**src/rtl/regfile_dump_pkg.sv**
```systemverilog
// Shared types and constants for the register-file debug dump sequencer.
package regfile_dump_pkg;

  typedef enum logic [2:0] {
    ST_IDLE,
    ST_LOAD,
    ST_HDR,
    ST_DATA,
    ST_DONE,
    ST_ABORTED
  } state_e;

  // Upper three bits of every header byte; the low five carry the index.
  localparam logic [2:0] HDR_TAG = 3'b101;

  localparam int REG_IDX_W     = 5;
  localparam int DEFAULT_WIDTH = 32;

  // Bytes streamed per register for a given data width.
  function automatic int bytes_per_reg(input int width);
    return width / 8;
  endfunction

  localparam int BYTES_PER_REG = bytes_per_reg(DEFAULT_WIDTH);

endpackage

```
**src/rtl/dump_byte_shifter.sv**
```systemverilog
// Capture register for one register-file word, streamed MSB byte first.
module dump_byte_shifter
  import regfile_dump_pkg::*;
#(
  parameter int WIDTH = DEFAULT_WIDTH
) (
  input  logic             clk_i,
  input  logic             rst_ni,
  input  logic             load_i,
  input  logic             shift_i,
  input  logic [WIDTH-1:0] data_i,
  output logic [7:0]       cur_byte_o,
  output logic [7:0]       next_byte_o,
  output logic             last_byte_o
);

  localparam int BPR   = bytes_per_reg(WIDTH);
  localparam int CNT_W = $clog2(BPR + 1);

  logic [WIDTH-1:0] shreg_q, shreg_d;
  logic [CNT_W-1:0] cnt_q, cnt_d;

  // Load a fresh word with a full byte count, or drop the top byte on shift.
  always_comb begin
    shreg_d = shreg_q;
    cnt_d   = cnt_q;
    if (load_i) begin
      shreg_d = data_i;
      cnt_d   = CNT_W'(BPR);
    end else if (shift_i) begin
      shreg_d = shreg_q << 8;
      cnt_d   = cnt_q - CNT_W'(1);
    end
  end

  // Capture register and remaining-byte counter.
  always_ff @(posedge clk_i or negedge rst_ni) begin
    if (!rst_ni) begin
      shreg_q <= '0;
      cnt_q   <= '0;
    end else begin
      shreg_q <= shreg_d;
      cnt_q   <= cnt_d;
    end
  end

  assign cur_byte_o  = shreg_q[WIDTH-1 -: 8];
  assign last_byte_o = (cnt_q == CNT_W'(1));

  // The byte that becomes current after the next shift, so the top level
  // can register it into tx_data in the same edge.
  generate
    if (WIDTH > 8) begin : g_next
      assign next_byte_o = shreg_q[WIDTH-9 -: 8];
    end else begin : g_single
      assign next_byte_o = 8'h00;
    end
  endgenerate

endmodule

```
**src/rtl/regfile_dump_ctrl.sv**
```systemverilog
// Debug-dump sequencer: walks a register index range through the register
// file debug port and streams header + data bytes on a valid/ready port.
module regfile_dump_ctrl
  import regfile_dump_pkg::*;
#(
  parameter int WIDTH = DEFAULT_WIDTH
) (
  input  logic                 clk_i,
  input  logic                 rst_ni,
  input  logic                 start_i,
  input  logic                 abort_i,
  input  logic [REG_IDX_W-1:0] first_reg_i,
  input  logic [REG_IDX_W-1:0] last_reg_i,
  output logic [REG_IDX_W-1:0] dbg_sel_o,
  input  logic [WIDTH-1:0]     dbg_data_i,
  output logic [7:0]           tx_data_o,
  output logic                 tx_valid_o,
  input  logic                 tx_ready_i,
  output logic                 busy_o,
  output logic                 done_o,
  output logic                 aborted_o
);

  state_e               state_q, state_d;
  logic [REG_IDX_W-1:0] idx_q, idx_d;
  logic [REG_IDX_W-1:0] last_q, last_d;
  logic [REG_IDX_W-1:0] dbg_sel_q, dbg_sel_d;
  logic [7:0]           tx_data_q, tx_data_d;
  logic                 abort_q, abort_d;
  logic                 tx_valid_q, busy_q, done_q, aborted_q;

  logic       sh_load, sh_shift, sh_last;
  logic [7:0] sh_cur, sh_next;
  logic       hs, abort_now;

  dump_byte_shifter #(.WIDTH(WIDTH)) u_shifter (
    .clk_i       (clk_i),
    .rst_ni      (rst_ni),
    .load_i      (sh_load),
    .shift_i     (sh_shift),
    .data_i      (dbg_data_i),
    .cur_byte_o  (sh_cur),
    .next_byte_o (sh_next),
    .last_byte_o (sh_last)
  );

  assign hs        = tx_valid_q & tx_ready_i;
  assign abort_now = abort_q | abort_i;

  // Next-state, index, abort flag and next output byte.
  always_comb begin
    state_d   = state_q;
    idx_d     = idx_q;
    last_d    = last_q;
    abort_d   = abort_q;
    dbg_sel_d = dbg_sel_q;
    tx_data_d = tx_data_q;
    sh_load   = 1'b0;
    sh_shift  = 1'b0;
    unique case (state_q)
      ST_IDLE: begin
        abort_d = 1'b0;
        if (start_i) begin
          idx_d   = first_reg_i;
          last_d  = last_reg_i;
          state_d = ST_LOAD;
        end
      end
      ST_LOAD: begin
        abort_d = abort_now;
        if (abort_now) begin
          state_d = ST_ABORTED;
        end else begin
          sh_load   = 1'b1;
          tx_data_d = {HDR_TAG, idx_q};
          state_d   = ST_HDR;
        end
      end
      ST_HDR: begin
        abort_d = abort_now;
        if (hs) begin
          if (abort_now) begin
            state_d = ST_ABORTED;
          end else begin
            tx_data_d = sh_cur;
            state_d   = ST_DATA;
          end
        end
      end
      ST_DATA: begin
        abort_d = abort_now;
        if (hs) begin
          // Completing the final register wins over a coincident abort.
          if (sh_last && idx_q == last_q) begin
            state_d = ST_DONE;
          end else if (abort_now) begin
            state_d = ST_ABORTED;
          end else if (sh_last) begin
            idx_d   = idx_q + REG_IDX_W'(1);
            state_d = ST_LOAD;
          end else begin
            sh_shift  = 1'b1;
            tx_data_d = sh_next;
          end
        end
      end
      ST_DONE, ST_ABORTED: begin
        abort_d = 1'b0;
        state_d = ST_IDLE;
      end
      default: state_d = ST_IDLE;
    endcase
    // Debug select is registered, so present the index on entry to LOAD.
    if (state_d == ST_LOAD) dbg_sel_d = idx_d;
  end

  // State, datapath registers and registered outputs decoded from next state.
  always_ff @(posedge clk_i or negedge rst_ni) begin
    if (!rst_ni) begin
      state_q    <= ST_IDLE;
      idx_q      <= '0;
      last_q     <= '0;
      abort_q    <= 1'b0;
      dbg_sel_q  <= '0;
      tx_data_q  <= '0;
      tx_valid_q <= 1'b0;
      busy_q     <= 1'b0;
      done_q     <= 1'b0;
      aborted_q  <= 1'b0;
    end else begin
      state_q    <= state_d;
      idx_q      <= idx_d;
      last_q     <= last_d;
      abort_q    <= abort_d;
      dbg_sel_q  <= dbg_sel_d;
      tx_data_q  <= tx_data_d;
      tx_valid_q <= (state_d == ST_HDR) || (state_d == ST_DATA);
      busy_q     <= (state_d == ST_LOAD) || (state_d == ST_HDR) || (state_d == ST_DATA);
      done_q     <= (state_d == ST_DONE);
      aborted_q  <= (state_d == ST_ABORTED);
    end
  end

  assign dbg_sel_o  = dbg_sel_q;
  assign tx_data_o  = tx_data_q;
  assign tx_valid_o = tx_valid_q;
  assign busy_o     = busy_q;
  assign done_o     = done_q;
  assign aborted_o  = aborted_q;

endmodule
```
**config.mk**
```make
export PLATFORM = sky130hd
export DESIGN_NAME = regfile_dump_ctrl
export DESIGN_NICKNAME = d
export VERILOG_FILES = /design/src/rtl/regfile_dump_pkg.sv /design/src/rtl/dump_byte_shifter.sv /design/src/rtl/regfile_dump_ctrl.sv
export SDC_FILE = /design/constraint.sdc
export NUM_CORES = 1
export LEC_CHECK = 0
export ABC_AREA = 1
export CORE_MARGIN = 2
export CORE_UTILIZATION = 50
export CTS_CLUSTER_DIAMETER = 200
export DETAILED_ROUTE_END_ITERATION = 12
export GPL_ROUTABILITY_DRIVEN = 0
export GPL_TIMING_DRIVEN = 0
export HOLD_SLACK_MARGIN = 0.03
export PLACE_DENSITY = 0.77
export SLEW_MARGIN = 40
export SYNTH_ARGS = -nofsm -noshare
export SYNTH_HDL_FRONTEND = slang
export SYNTH_SLANG_ARGS = --single-unit
```
**constraint.sdc**
```tcl
create_clock -name clk_i -period 4 [get_ports clk_i]
set_input_delay 0.4 -clock clk_i [delete_from_list [all_inputs] [get_ports clk_i]]
set_output_delay 0.4 -clock clk_i [all_outputs]
set_load 0.05 [all_outputs]
```
* Yosys cells after proc, flatten, opt, wreduce, memory -nomap -nowiden
Cells that the tools add are included.
** Storage, ports and cells
- Bits in registers :: 66
- Latch bits :: 0
- RAM bits :: 0
- Memory bits (read-only) :: 0
- Word-level logic and storage cells :: 82
- Memories :: 0
** Cells by class
- Add/subtract/negate cells :: 2
- Multipliers :: 0
- Div/mod/pow operators :: 0
- Magnitude comparators :: 0
- Equal/unequal tests :: 19
- Shift operators :: 0
- Mux-type cells :: 35
- Bitwise operators :: 2
- Reductions and logical operators :: 12
** Operators with widths (number)
- $mux W32 :: 2
- $mux W8 :: 7
- $mux W3 :: 10
- $mux W5 :: 5
- $pmux W8 S3 :: 1
- $ne A2 B2 Y1 const B :: 7
- $eq A3 B2 Y1 const B :: 4
- $eq A3 B3 Y1 const B :: 4
- $pmux W3 S4 :: 1
- $pmux W5 S2 :: 1
- $eq A3 B1 Y1 const B :: 3
- $reduce_and A8 Y1 :: 1
- $mux W1 :: 7
- $reduce_or A3 Y1 :: 2
- $add A5 B1 Y5 const B :: 1
- $eq A5 B5 Y1 :: 1
- $reduce_bool A2 Y1 :: 2
- $logic_not A3 Y1 :: 1
- $logic_or A1 B1 Y1 :: 3
- $reduce_bool A3 Y1 :: 1
- $sub A3 B1 Y3 const B :: 1
- $pmux W1 S2 :: 1
- $reduce_and A2 Y1 :: 1
- $and A1 B1 Y1 :: 1
- other kinds (2) :: 2

* Longest topological paths before layout
- Word-level depth :: 9
- Gate-level depth with buffers :: 13
- Gate-level depth less buffers :: 13

* Modules after synthesis
From an unflattened synthesis, not the netlist that was laid out.
** Second synthesis, totals
- Cells, all modules :: 418
- Area total of the unflattened synthesis :: 3444.6 µm²
** By module, submodules not included
- regfile_dump_ctrl :: times used 1, cells an instance 217, area an instance 1725.4 µm², seq. area each 775.7 µm²
- dump_byte_shifter :: times used 1, cells an instance 201, area an instance 1719.1 µm², seq. area each 875.8 µm²

* Worst setup path after synthesis
OpenSTA, ideal clock, no wires.
- Path kind :: register -> register
- Start :: register tx_valid_q (netlist: tx_valid_o)
- End :: register dbg_sel_q[2] (netlist: dbg_sel_o[2])
- Arrival :: 1637 ps
- Data required time :: 3934 ps
- Path slack :: 2297 ps
- Cell stages (with the launch flop) :: 10
- Buffers on the path :: 0
- Path through :: dfrtp_1 nand2_2 inv_2 nand2_1 a21oi_1 nor3_4 nand2_2 nor2_4 nand2_1 nand2_1
** On the way
- Longest elaborated chain between the ends :: 4
** RTL lines
- start: declaration :: line regfile_dump_ctrl.sv:30 : logic tx_valid_q, busy_q, done_q, aborted_q;
- start signal: assignment :: line regfile_dump_ctrl.sv:137 : tx_valid_q <= (state_d == ST_HDR) || (state_d == ST_DATA);
- $and A1 B1 Y1 * :: line regfile_dump_ctrl.sv:47 : assign hs = tx_valid_q & tx_ready_i;
- $mux W3 (on tied branches) :: line regfile_dump_ctrl.sv:92, regfile_dump_ctrl.sv:81
- $pmux W3 S4 :: line regfile_dump_ctrl.sv:60 : unique case (state_q)
- $eq A3 B1 Y1 :: line regfile_dump_ctrl.sv:114 : if (state_d == ST_LOAD) dbg_sel_d = idx_d;
- end signal: assignment :: line regfile_dump_ctrl.sv:135 : dbg_sel_q <= dbg_sel_d;
- end: declaration :: line regfile_dump_ctrl.sv:27 : logic [REG_IDX_W-1:0] dbg_sel_q, dbg_sel_d;
Every way passes the cells marked *; elsewhere a longest branch is shown, timed or not.
A chain may end at the register's enable or synchronous reset.

* Final worst setup path
- Start :: register tx_valid_q (netlist: tx_valid_o)
- End :: output tx_valid_o
** RTL lines
- end: declaration :: line regfile_dump_ctrl.sv:17 : output logic tx_valid_o,
No word-level cell between the ends.

==> impl_metrics.toml <==
[clock_network]
htreeDepth = 3
cts_num_sinks = 66
cts.clk_slew.worst_paths_ns = 0.07
clkLatencyLatePin_ns = 0.34
cts_tree = "yes"
clockBufferDepth = 2
cts_root_buf = "clkbuf_8"
cts_resized = 0
cts_buffers = 9

[global_routing]
gr-usage-met1_pct = 31.9
grt_pass1_vias = 2845
grt_use_met2_pct = 37.6
grt_overflow = 0
use_met3_pct = 3.99
grtUsageTotal_pct = 23.5
antenna_found_initial = 0
grt_max_degree = 37
grt_most_used_layer = "met2"
grt_pass1_wl_um = 13200

[layout]
layout.cells.non_filler = 546
drive_above_1_share_pct = 14.1
areaGrowthSynthToFinish_pct = 30.4
n_antenna_cell = 0
fillers = 526
nets = 514
utilization_pct = 67.7
final_area_um2 = 4330

[worst_setup_path]
r2r_slack_ns = 2.18
ff2ff_path_depth = 13
cp_num_cells = 1
crit_path_start = "tx_valid_o"
crit_path_cell_trace = "clkdlybuf4s50_1"
crit_path_end_kind = "primary output"
cp_slowest_cell = "clkdlybuf4s50_1"
path_buf_inv = 1
start_kind = "register"
cp_max_fo = 2
path_class = "reg -> out"
reg2reg_to = "dbg_sel_o[4]"
critical_path_arrival_ns = 1.50
reg2reg_from = "u_shifter.cnt_q[1]"
required_ns = 3.60
endpoint = "tx_valid_o"
critPathMaxStageDelay_ns = 0.81
cp_top_family = "buffers and inverters"

[yosys]
ys_warn_count = 0
synth-seq-cells = 66
syn_avg_cell_area_um2 = 8.55
synth.most_common_cell = "nand2_1"
ys_seq_area_share_pct = 49.8
synth_top_area_share_pct = 49.8
synth_top_area_cell = "dfrtp_1"
synth.distinct_cells = 38
synth_area_um2 = 3320
syn_inst = 388
synth_common_cells = "nand2_1 (121), dfrtp_1 (66), inv_1 (44)"
ys_top_cells_by_area = "dfrtp_1 (50%), nand2_1 (14%), inv_1 (5.0%)"
synth_edf_count = 0
ys_async_sr_fraction_pct = 100
synth_top_flop_cell = "dfrtp_1"
synthesis.nets = 438

[sta]
worst_hold_slack_ns = 0.485
setup_violations = 0
fin_setup_tns_ns = 0
final.period_utilization_pct = 47.6
worst_pin_slew_ns = 0.499
period_needed_ns = 1.90
skew_ns = 0.0111
max_freq_ghz = 0.525
relSlewSlack_pct = 66.6
finalHoldViolCount = 0
finalMaxSlewViolations = 0
rsz0062_at_grt = "no"
worst_slack_ns = 2.10

[route]
viasPerCell = 5.23
wl_per_cell_um = 14.5
final_antenna_net_count = 0
dr.pass1.iters = 4
route.detailed.drc = 0
routed-via-count = 2854
first_iter_violations = 280
drt-total-wl_um = 7940

[place]
port_buffers = 63
dpl.hpwl_um = 5780
placed_area_um2 = 4060
dp_cells = 529
place_ws_ns = 1.83

[power_and_ir_drop]
ir_drop_mv = 0.549
total_power_mw = 3.47
p_per_area_nw_per_um2 = 803
static-leakage-power_nw = 2.00

[hold_path]
hold_class = "reg -> reg"

[outcome]
status = "finished clean"

[run]
max_cap_viol_count = 0

[die]
num_rows = 29
start_util_pct = 52.0
dieArea_um2 = 7300
die_y_um = 85.5
ios = 64
die_x_um = 85.5
core_area_um2 = 6390
## flip-flops by register name, summed over array words and instances, names as in the netlist
| signal | cells |
|---|---|
| last_q | 5 |
| busy_o | 1 |
| done_o | 1 |
| u_shifter.cnt_q | 3 |
| idx_q | 5 |
| dbg_sel_o | 5 |
| abort_q | 1 |
| tx_valid_o | 1 |
| tx_data_o | 8 |
| u_shifter.shreg_q | 32 |
| state_q | 3 |
| aborted_o | 1 |
## metal layers
metal,part of all wire [%],wire [um]
met5,0,0
met1,45,3540
met2,49,3870
met3,5.0,393
met4,1.7,133
## where the power goes
group / switching (mW) / leakage (nW) / internal, mW
registers: 0.168 / 0.820 / 0.971
logic: 1.06 / 1.06 / 0.565
clock network: 0.257 / 0.123 / 0.449
## cell usage in the layout (no fill, tap or decap), types with 4 or more instances in the layout
| cell | netlist | routed |
|---|---|---|
| nand2_1 | 121 | 121 |
| dfrtp_1 | 66 | 66 |
| clkdlybuf4s50_1 | 0 | 62 |
| inv_1 | 44 | 44 |
| o21ai_0 | 32 | 32 |
| nand3_1 | 15 | 15 |
| clkbuf_8 | 0 | 11 |
| nor2_1 | 9 | 9 |
| inv_2 | 9 | 9 |
| o21ai_1 | 9 | 9 |
| a21oi_1 | 7 | 7 |
| o211ai_1 | 7 | 7 |
| o221ai_1 | 7 | 7 |
| o22ai_1 | 6 | 6 |
| nand2_2 | 5 | 5 |
| nor2_4 | 5 | 5 |
| nor2_2 | 4 | 4 |
| nand4_1 | 4 | 4 |
| buf_4 | 3 | 4 |
## cell type report
class	instances	area (um^2)	share of cell area, %
Sequential cell	66	1650	38.2
Buffer	10	71.3	1.65
Tap cell	77	96.3	2.23
Inverter	54	205	4.74
Timing Repair Buffer	65	658	15.2
Clock buffer	12	155	3.59
Clock inverter	4	97.6	2.26
Multi-Input combinational cell	258	1390	32.1
## worst min-delay path by stage
stage	start	slack, ns	end	cells after the start
after floorplan	rst_ni	0.10	abort_q	0
final	dbg_sel_o[4]	0.48	dbg_sel_o[4]	2
after CTS	dbg_sel_o[4]	0.49	dbg_sel_o[4]	2
after global routing	dbg_sel_o[0]	0.51	dbg_sel_o[0]	2
after detailed placement	rst_ni	0.36	u_shifter.shreg_q[11]	1
after global placement	u_shifter.shreg_q[31]	0.47	u_shifter.shreg_q[31]	2
## logic make-up after synthesis
| kind of cell | count (synthesis) | synth area share, % |
|---|---|---|
| simple gates | 175 | 25.4 |
| compound gates | 80 | 15.3 |
| flops | 66 | 49.8 |
| buf+inv | 64 | 8.33 |
| fa+ha+maj | 3 | 1.13 |
## repair_timing
| item | 4_1_cts | 5_1_grt |
|---|---|---|
| hold buffers | 1 | 0 |
| setup endpoints to repair | 0 | 0 |
| endpoints found under the hold margin | 30 | 0 |
| buffers inserted | 0 | 0 |
No activity file was read; power rests on OpenSTA's default activity.
